===== config.mk =====
export PLATFORM = sky130hd
export DESIGN_NAME = cmd_frame_rx
export DESIGN_NICKNAME = d
export VERILOG_FILES = /design/src/rtl/cmd_frame_rx.sv
export SDC_FILE = /design/constraint.sdc
export NUM_CORES = 1
export LEC_CHECK = 0
export ABC_AREA = 0
export CAP_MARGIN = 10
export CORE_UTILIZATION = 45
export CTS_BUF_LIST = sky130_fd_sc_hd__clkbuf_8
export CTS_CLUSTER_DIAMETER = 200
export DETAILED_ROUTE_END_ITERATION = 10
export PLACE_DENSITY = 0.76
export SLEW_MARGIN = 30
export SYNTH_ARGS = -nofsm -noshare
export SYNTH_HDL_FRONTEND = slang
export SYNTH_SLANG_ARGS = --single-unit

===== constraint.sdc =====
create_clock -name sys_clk -period 2.44 [get_ports sys_clk]
set_clock_uncertainty 0.15 [all_clocks]
set_input_delay 0.488 -clock sys_clk [delete_from_list [all_inputs] [get_ports sys_clk]]
set_output_delay 0.488 -clock sys_clk [all_outputs]
set_load 0.01 [all_outputs]

===== src/rtl/cmd_frame_rx.sv =====
// cmd_frame_rx: receives HDR0 HDR1 CMDH CMDL frames and presents the 16-bit command.
// Define CMD_CHECKSUM_EN to add a trailing (CMDH+CMDL) mod 256 checksum byte.
module cmd_frame_rx #(
  parameter logic [7:0] HDR0 = 8'h55,
  parameter logic [7:0] HDR1 = 8'hAA,
  parameter int TIMEOUT_CYC = 50000
) (
  input  logic        sys_clk,
  input  logic        clk_rst_n,
  input  logic [7:0]  rx_data,
  input  logic        rx_valid,
  output logic [15:0] recv_cmd,
  output logic        analysis_finish,
  output logic        frame_err,
  output logic [15:0] frame_cnt,
  output logic [7:0]  err_cnt
);
  localparam int TW = $clog2(TIMEOUT_CYC);
`ifdef CMD_CHECKSUM_EN
  typedef enum logic [2:0] {S_IDLE, S_HDR1, S_CMDH, S_CMDL, S_CSUM} state_t;
`else
  typedef enum logic [2:0] {S_IDLE, S_HDR1, S_CMDH, S_CMDL} state_t;
`endif
  state_t state, nxt;
  logic [7:0] cmd_hi;
  logic [15:0] new_cmd;
  logic [TW-1:0] tcnt;
  logic active, tout, done, bad;
`ifdef CMD_CHECKSUM_EN
  logic [7:0] cmd_lo;
  assign new_cmd = {cmd_hi, cmd_lo};
`else
  assign new_cmd = {cmd_hi, rx_data};
`endif
  // only the frame body is timed; header hunting may idle forever
  assign active = state != S_IDLE && state != S_HDR1;
  assign tout = active && !rx_valid && tcnt == TW'(TIMEOUT_CYC - 1);
  always_ff @(posedge sys_clk or negedge clk_rst_n)
    if (!clk_rst_n) state <= S_IDLE;
    else state <= nxt;
  always_comb begin
    nxt = state;
    if (rx_valid)
      case (state)
        S_IDLE:  nxt = rx_data == HDR0 ? S_HDR1 : S_IDLE;
        S_HDR1:  nxt = rx_data == HDR1 ? S_CMDH : rx_data == HDR0 ? S_HDR1 : S_IDLE;
        S_CMDH:  nxt = S_CMDL;
`ifdef CMD_CHECKSUM_EN
        S_CMDL:  nxt = S_CSUM;
`endif
        default: nxt = S_IDLE;
      endcase
    else if (tout)
      nxt = S_IDLE;
  end
  always_comb begin
    done = 1'b0;
    bad = tout;
`ifdef CMD_CHECKSUM_EN
    if (rx_valid && state == S_CSUM) begin
      done = rx_data == 8'(cmd_hi + cmd_lo);
      bad = !done;
    end
`else
    done = rx_valid && state == S_CMDL;
`endif
  end
  always_ff @(posedge sys_clk or negedge clk_rst_n)
    if (!clk_rst_n) begin
      recv_cmd <= '0;
      analysis_finish <= 1'b0;
      frame_err <= 1'b0;
      frame_cnt <= '0;
      err_cnt <= '0;
      cmd_hi <= '0;
`ifdef CMD_CHECKSUM_EN
      cmd_lo <= '0;
`endif
      tcnt <= '0;
    end else begin
      analysis_finish <= done;
      frame_err <= bad;
      if (done) begin
        recv_cmd <= new_cmd;
        frame_cnt <= frame_cnt + 1'b1;
      end
      if (bad && err_cnt != 8'hFF) err_cnt <= err_cnt + 1'b1;
      if (rx_valid && state == S_CMDH) cmd_hi <= rx_data;
`ifdef CMD_CHECKSUM_EN
      if (rx_valid && state == S_CMDL) cmd_lo <= rx_data;
`endif
      tcnt <= rx_valid || !active || tout ? '0 : tcnt + 1'b1;
    end
endmodule


Word level (Yosys, flattened, before mapping)
Index checks and enable logic that the tools add are counted.
- register bits after elaboration: 69
- word-level logic and storage cells: 38
- add/subtract/negate cells: 3
- equal/unequal tests: 8
- multiplexer cells: 6
- reduce and logical (&&, ||, !) cells: 13
- operators with widths (cell ; count):
    adder 16 x 1 -> 16 bit (second input constant) ; 2
    equality test 16 bit (second input constant) ; 1
    2-to-1 mux 16 bit ; 1
    adder 8 x 1 -> 8 bit (second input constant) ; 1
    equality test 8 x 7 -> 1 bit (second input constant) ; 1
    equality test 8 bit (second input constant) ; 1
    != test 8 bit (second input constant) ; 1
    equality test 3 x 2 -> 1 bit (second input constant) ; 2
    logical AND 1 bit ; 6
    2-to-1 mux 3 bit ; 2
    one-hot mux 2 bit (3 select lines) ; 1
    equality test 3 x 1 -> 1 bit (second input constant) ; 1
    zero test 3 bit ; 1
    != test 3 x 1 -> 1 bit (second input constant) ; 1
    nonzero test 3 bit ; 1
    zero test 1 bit ; 2
    logical OR 1 bit ; 2
    2-to-1 mux 2 bit ; 1
    nonzero test 2 bit ; 1
    2-to-1 mux 1 bit ; 1

Logic depth before layout (Yosys ltp)
Gate-level depths: netlist of run 1.
- word-level depth: 6
- mapped depth: 7

Worst setup path before layout of run 1
Ideal clock, no wire load.
- kind: reg-to-reg
- start: reg tcnt[13]
- end: reg err_cnt[7]
- setup time: 128 ps
- arrival time: 2165 ps
- path slack: -2 ps
- cell stages (with the launch flop): 6
- path buffers: 1
- clock period less this slack: 2442 ps
- cells stage by stage: dfrtp_1 or4_1 or4_1 buf_4 nor4_4 mux2_1
- word-level cells in the longest chain between the ends: 3
- ends and longest elaborated chain (item ; RTL line ; RTL):
    start, declared ; 27 ; logic [TW-1:0] tcnt;
    start signal, assigned ; 92 ; tcnt <= rx_valid || !active || tout ? '0 : tcnt + 1'b1;
    equality test 16 bit ; 37 ; assign tout = active && !rx_valid && tcnt == TW'(TIMEOUT_CYC - 1);
    logical AND 1 bit ; 37 ;
    logical AND 1 bit ; 87 ; if (bad && err_cnt != 8'hFF) err_cnt <= err_cnt + 1'b1;
    end signal, assigned ; 87 ;
    end, declared ; 16 ; output logic [7:0] err_cnt
Every way passes these cells.
A chain may end at the register's enable or synchronous reset.

Worst setup path after layout of run 1
- start: reg tcnt[4]
- end: reg err_cnt[2]
The elaborated chain is that of the path after synthesis.

==> summary.md, run 1 <==
| Metric | Value |
|---|---|
| Peak VDD IR | 459 uV |
| Bufs and invs on worst path | 1 |
| Root buffer cell | clkbuf_8 |
| Distinct cells, synth | 36 |
| Final worst setup slack | 0.0861 ns |
| Post-layout min period | between 2 and 2.5 ns |
| Total gr overflow | 0 |
| Setup-failing EPs final | 0 |
| Initial core utilization | 46.9% |
| Global Route Usage Sum | 18.8% |
| TritonCTS sink count | 68 |
| Util after Layout | 61.8% |
| FILL cells | 516 |
| FF-to-FF setup slack | 0.09 ns |
| Status | finished, final reports clean |
| DRT iter0 DRCs | 102 |
| Final GP Congestion | 0.830 |
| Worst slew pin tran | ~0.45 ns |
| TritonCTS Buffers | 9 |
| R2r startpoint | tcnt[4] |
| Final net count | 374 |
| Post-DP HPWL | 4150 um |
| Fmax | ~420 MHz |
| Rows | 29 |
| Reg-to-reg endpoint | err_cnt[2] |
| Crit-path cells | or4bb_1 > or4_4 > buf_4 > nor4b_2 > xor2_1 |
| Post-synthesis mux area share | 3.78% |
| Cell count after synthesis | 281 |
| Hold depth | 2 |
| Via count | 2,286 |
| Clock buffer depth | 2 |
| Compound-gate portion of the synthesized area | approximately 1.2% |
| Final Slew Violations | 0 |
| Final period utilization | a little over nine tenths |
| Ys async rst share | 100% |
| Dominant cells by area after synthesis | dfrtp_1 57%, nand2_1 7.8%, xnor2_1 7.4% |
| CTS tree | built |
| Core Footprint | 6350 um2 |
| Simple-Gate Fraction of Synth Area | 24.7% |
| # port buffers | 52 |
| Die Ht | 83.3 um |
| Die W | ~83 um |
| Max_slew headroom | 70.2% |
| CP startpoint | tcnt[4] |
| Routed Antenna Nets | 0 |
| Setup TNS | 0 ns |
| Synth Area in Adders | 1.26% |
| Clk Latency, worst-skew pair | 0.34 ns |
| Post-Synth XOR/XNOR Area | 10.0% |
| Largest net degree at the start of global routing | 51 |
| Ports | 53 |
| CP max FO | 5 |
| First-pass GRT wire length | 10,400 um |
| RSZ-0062 raised after global routing | false |
| Hold Path Class | reg2reg |
| Mean Syn Cell Area | ~11 um2 |
| Nature of the critical path endpoint | flop |
| Overall Power | 2040 uW |
| Setup WS pre-CTS | -0.0367 ns |
| Largest family of logic cells by synthesized area | simple AND/OR/NAND/NOR gates |
| Critical Path AT | 2.48 ns |
| P_leak | 0.00180 uW |
| Worst Hold Path EP | recv_cmd[14] |
| # diodes | 0 |
| WS Path Type | reg2reg |
| Post-Syn Area | 2980 um2 |
| Setup Fix Bufs, Post-CTS | 0 |
| Share of the synthesized area in the top cell type | 57.2% |
| Share of cells above drive strength 1 | 12.3% |
| WL/cell | 13.5 um |
| Post-synth EDFFs | 0 |
| Cell Pwr Density | 520 nW/um2 |
| Worst-path clk slew | 0.08 ns |
| Pre-Repair DR Iteration Count | 5 |
| CP Launch Type | flop |
| Seq/Total Area, Yosys | 57.2% |
| H-Tree Depth | 3 |
| Ys flop type | dfrtp_1 |
| Endpoints failing hold | 0 |
| Via count of the first global-routing pass | 2,255 |
| R2R depth | 5 |
| Yosys top cell by area | dfrtp_1 |
| # DRC | 0 |
| Die Area | 6940 um2 |
| Post-Syn Nets | around 300 |
| Antenna violations before repair | 0 |
| Commonest cells in the netlist | 68 x dfrtp_1, 62 x nand2_1, 25 x xnor2_1 |
| Synth warnings | 0 |
| Hold path start | cmd_hi[6] |
| Critical Path RT | 2.56 ns |
| Cell with the most instances after synthesis | dfrtp_1 |
| Total wire length | 5970 um |
| Area growth, synth to finish | 31.9% |
| Critical-path top delay cell | or4_4 |
| Delay-heaviest family, CP | simple AND/OR/NAND/NOR gates |
| Via/cell ratio | 5.17 |
| Synthesized flop and latch total | 68 |
| Critical path's largest stage delay | 0.61 ns |
| Max-Cap Viols | 0 |
[repair_timing]
item                                    CTS  global route
gates resized for setup                   1             0
pin swaps                                 0             2
hold buffers                              1             0
endpoints found under the hold margin    18             0
endpoints found under the setup margin    6             5
[worst reg2reg max path: stages, from the launching register on]
cell	delay, ns
dfrtp_1	0.38
or4bb_1	0.51
or4_4	0.61
buf_4	0.18
nor4b_2	0.30
xor2_1	0.16
[cell families after synthesis]
family                     count (synthesis)
AOI/OAI and AO/OA                          6
muxes                                     10
buffers and inverters                     13
xor gates and xnor gates                  34
adders and majority gates                  3
DFF                                       68
and+or+nand+nor                          147
[sequential cells by signal, summed over array words and instances (netlist names)]
signal,cells
analysis_finish,1
cmd_hi,8
err_cnt,8
frame_cnt,16
frame_err,1
recv_cmd,16
state,2
tcnt,16
[per-layer routing]
layer / up-vias / track usage, % / wire, um
li1: 1109 / - / -
met1: 1115 / 22.8 / 2700
met2: 56 / 31.5 / 2970
met3: 6 / 5.96 / 218
met4: 0 / 6.43 / 75
met5: - / 0 / 0
[power by group]
part           internal (uW)  total [uW]  switching [uW]  leakage, uW
clock                    403         858             455    0.0000893
combinational           21.1        53.1            32.0     0.000772
sequential              1130        1130           0.639     0.000940
total                   1550        2040             488      0.00180
[worst max-delay path by stage]
stage,cells past startpoint,to
2_1_floorplan,5,err_cnt[7]
3_3_place_gp,4,err_cnt[7]
3_5_place_dp,4,err_cnt[7]
4_1_cts,4,err_cnt[7]
5_1_grt,5,err_cnt[2]
6_report,5,err_cnt[2]
[cells in the final DEF, fill, tap and decap left out, types with 7 or more instances in the layout]
master and instances:
xnor2_1 25, nand2_1 62, nor2_1 24, clkbuf_8 10, nand3_1 17, inv_1 7, nor3_1 9, mux2_1 10
buf_4 19, xor2_1 9, dfrtp_1 68, nand4_1 10, clkdlybuf4s50_1 51
[area by class of cell]
class                           count  area [um2]  share of cell area [%]
Multi-Input combinational cell    200        1220                    31.2
Timing Repair Buffer               73         688                    17.5
Clock buffer                       10         138                    3.51
Sequential cell                    68        1700                    43.4
Clock inverter                      6        46.3                    1.18
Tap cell                           77        96.3                    2.46
Inverter                            8        30.0                   0.765
[stage by stage]
| step | hold slack (ns) | area, um2 | cells |
|---|---|---|---|
| 4_1_cts | 0.323 | 3920 | 442 |
| 2_1_floorplan | 0.0424 | 2980 | 281 |
| 5_1_grt | 0.343 | 3920 | 442 |
| 6_report | 0.316 | 3920 | 442 |
| 3_5_place_dp | 0.305 | 3730 | 425 |
| 3_3_place_gp | 0.302 | 3730 | 425 |
(Power assumes the default switching activity.)
==> run 2, diff against run 1 <==
CORE_ASPECT_RATIO = 1.2   (was not set)
MAX_ROUTING_LAYER = met4   (was not set)
==> summary.md, run 2 (synthesis gave the netlist of run 1 again) <==
| Metric | Value |
|---|---|
| Area growth, synth to finish | 31.8% |
| Die Ht | 91.1 um |
| Post-DP HPWL | 4280 um |
| RSZ-0062 raised after global routing | false |
| Hold path start | cmd_hi[7] |
| Total gr overflow | 0 |
| Placement Cell Area | roughly 3700 um2 |
| Worst-path clk slew | 0.07 ns |
| Worst hold slack | 0.322 ns |
| First-pass GRT wire length | 10,500 um |
| Final net count | 374 |
| Cells after DPL | about 430 |
| # port buffers | 52 |
| Final period utilization | between 90% and 100% |
| R2r startpoint | tcnt[4] |
| P_leak | 0.00179 uW |
| Hold Path Class | reg2reg |
| Comb pwr share | 2.6% |
| Max_slew headroom | 63.5% |
| Die Area | 6940 um2 |
| FILL cells | 530 |
| Initial core utilization | between 40% and 50% |
| Routed Antenna Nets | 0 |
| Cell Pwr Density | 511 nW/um2 |
| Largest net degree at the start of global routing | 45 |
| Share of cells above drive strength 1 | 12.1% |
| WL/cell | approximately 14 um |
| Final GP Congestion | 0.863 |
| Die W | 76.2 um |
| Ports | 53 |
| Seq pwr share | 56.3% |
| # diodes | 0 |
| Internal power | 1560 uW |
| Global Route Usage Sum | approximately 20% |
| Via/cell ratio | 5.04 |
| Rows | 32 |
| CP Launch Type | flop |
| Switching share of power | 22.0% |
| DRT iter0 DRCs | 135 |
| Clock buffer depth | 2 |
| TritonCTS Buffers | 9 |
| CP startpoint | tcnt[4] |
| Final worst setup slack | 0.0393 ns |
| Critical Path RT | ~2.5 ns |
| Final Slew Violations | 0 |
| Core Footprint | 6410 um2 |
| Max-Cap Viols | 0 |
| Sw Pwr | about 440 uW |
| Pre-Repair DR Iteration Count | 4 |
| # DRC | 0 |
| Final cell count without fillers | ~450 |
| Post-layout min period | 2.40 ns |
| Setup WS pre-CTS | -0.0638 ns |
| Peak VDD IR | 357 uV |
| Critical Path AT | about 2.5 ns |
| Status | finished, final reports clean |
| Fmax | 417 MHz |
| Most frequent cells in the layout | 68 x dfrtp_1, 62 x nand2_1, 51 x clkdlybuf4s50_1, 25 x xnor2_1, 24 x nor2_1 |
| Antenna violations before repair | 0 |
| Nature of the critical path endpoint | flop |
| Worst slew pin tran | ~0.55 ns |
| Setup TNS | 0 ns |
| Via count | 2,262 |
| TritonCTS sink count | 68 |
| Clk Latency, worst-skew pair | around 0.33 ns |
| Final Instance Area | 3920 um2 |
| WS Path Type | reg2reg |
| Setup-failing EPs final | 0 |
| Multi-input logic area | 1230 um2 |
| Storage cell area | 1700 um2 |
| Root buffer cell | clkbuf_8 |
| Clock Power Share | 41.1% |
| H-Tree Depth | 3 |
| Total wire length | 6070 um |
| CTS tree | built |
| Via count of the first global-routing pass | 2,266 |
| CP max FO | 5 |
| Commonest non-fill, non-tap cell in the layout | dfrtp_1 |
| Top flop regs | frame_cnt (16), recv_cmd (16), tcnt (16) |
| Endpoints failing hold | 0 |
run 2: cell type report:
class,instances,share of cell area (%)
clock inverter,4,0.638
timing repair buffer,73,17.2
inverter,8,0.766
clock buffer,11,3.86
tap,85,2.71
multi-input combinational,200,31.4
sequential,68,43.4
run 2: critical path, stage by stage, from the launching register on:
cell and delay, ns:
dfrtp_1 0.38, or4bb_1 0.51, or4_4 0.61, nor3_2 0.28, mux2_1 0.35
run 2: metal layers:
| metal | vias to the layer above | track usage [%] | part of all wire, % |
|---|---|---|---|
| met2 | 49 | 32.9 | 50 |
| met4 | 0 | 10.1 | 2.1 |
| met1 | 1098 | 23.2 | 45 |
| met3 | 10 | 3.82 | 3.3 |
| li1 | 1105 | - | - |
| met5 | - | - | 0 |
run 2: final timing paths:
| path | to | slack [ns] | depth (start not counted) |
|---|---|---|---|
| worst max register to register | err_cnt[1] | 0.04 | 4 |
| worst min-delay path | recv_cmd[15] | 0.32 | 2 |
| worst max-delay path | err_cnt[1] | 0.04 | 4 |
| min in group asynchronous | recv_cmd[11] | 0.55 | 3 |
| max in group asynchronous | frame_cnt[9] | 1.11 | 3 |
| worst min register to register | recv_cmd[15] | 0.32 | 2 |
run 2: stage by stage:
stage	total power [uW]	util (%)
6_report	2000	61.2
5_1_grt	2080	61.2
3_3_place_gp	1200	58.0
2_1_floorplan	1160	-
3_5_place_dp	1200	58.0
4_1_cts	2030	61.0
run 2: power by group through the flow:
| stage | Clock, uW | Sequential [uW] | Combinational [uW] |
|---|---|---|---|
| finish | 823 | 1130 | 52.5 |
| global route | 889 | 1130 | 60.3 |
| CTS | 846 | 1130 | 54.8 |
| detailed placement | 0 | 1150 | 52.9 |
| global placement | 0 | 1150 | 51.6 |
| floorplan | 0 | 1150 | 5.67 |
run 2: what timing repair did:
item	CTS	global route
resized for setup	1	1
gates cloned	0	0
pin swaps	0	3
setup buffers	0	1
endpoints found under the hold margin	24	0
hold buffers	1	0
endpoints found under the setup margin	6	4
==> run 3, diff against run 2 <==
CTS_CLUSTER_DIAMETER = 150   (was 200)
CTS_CLUSTER_SIZE = 10   (was not set)
==> results of run 3 <==
Final layout, timing and power as in run 2 (identical DEF).
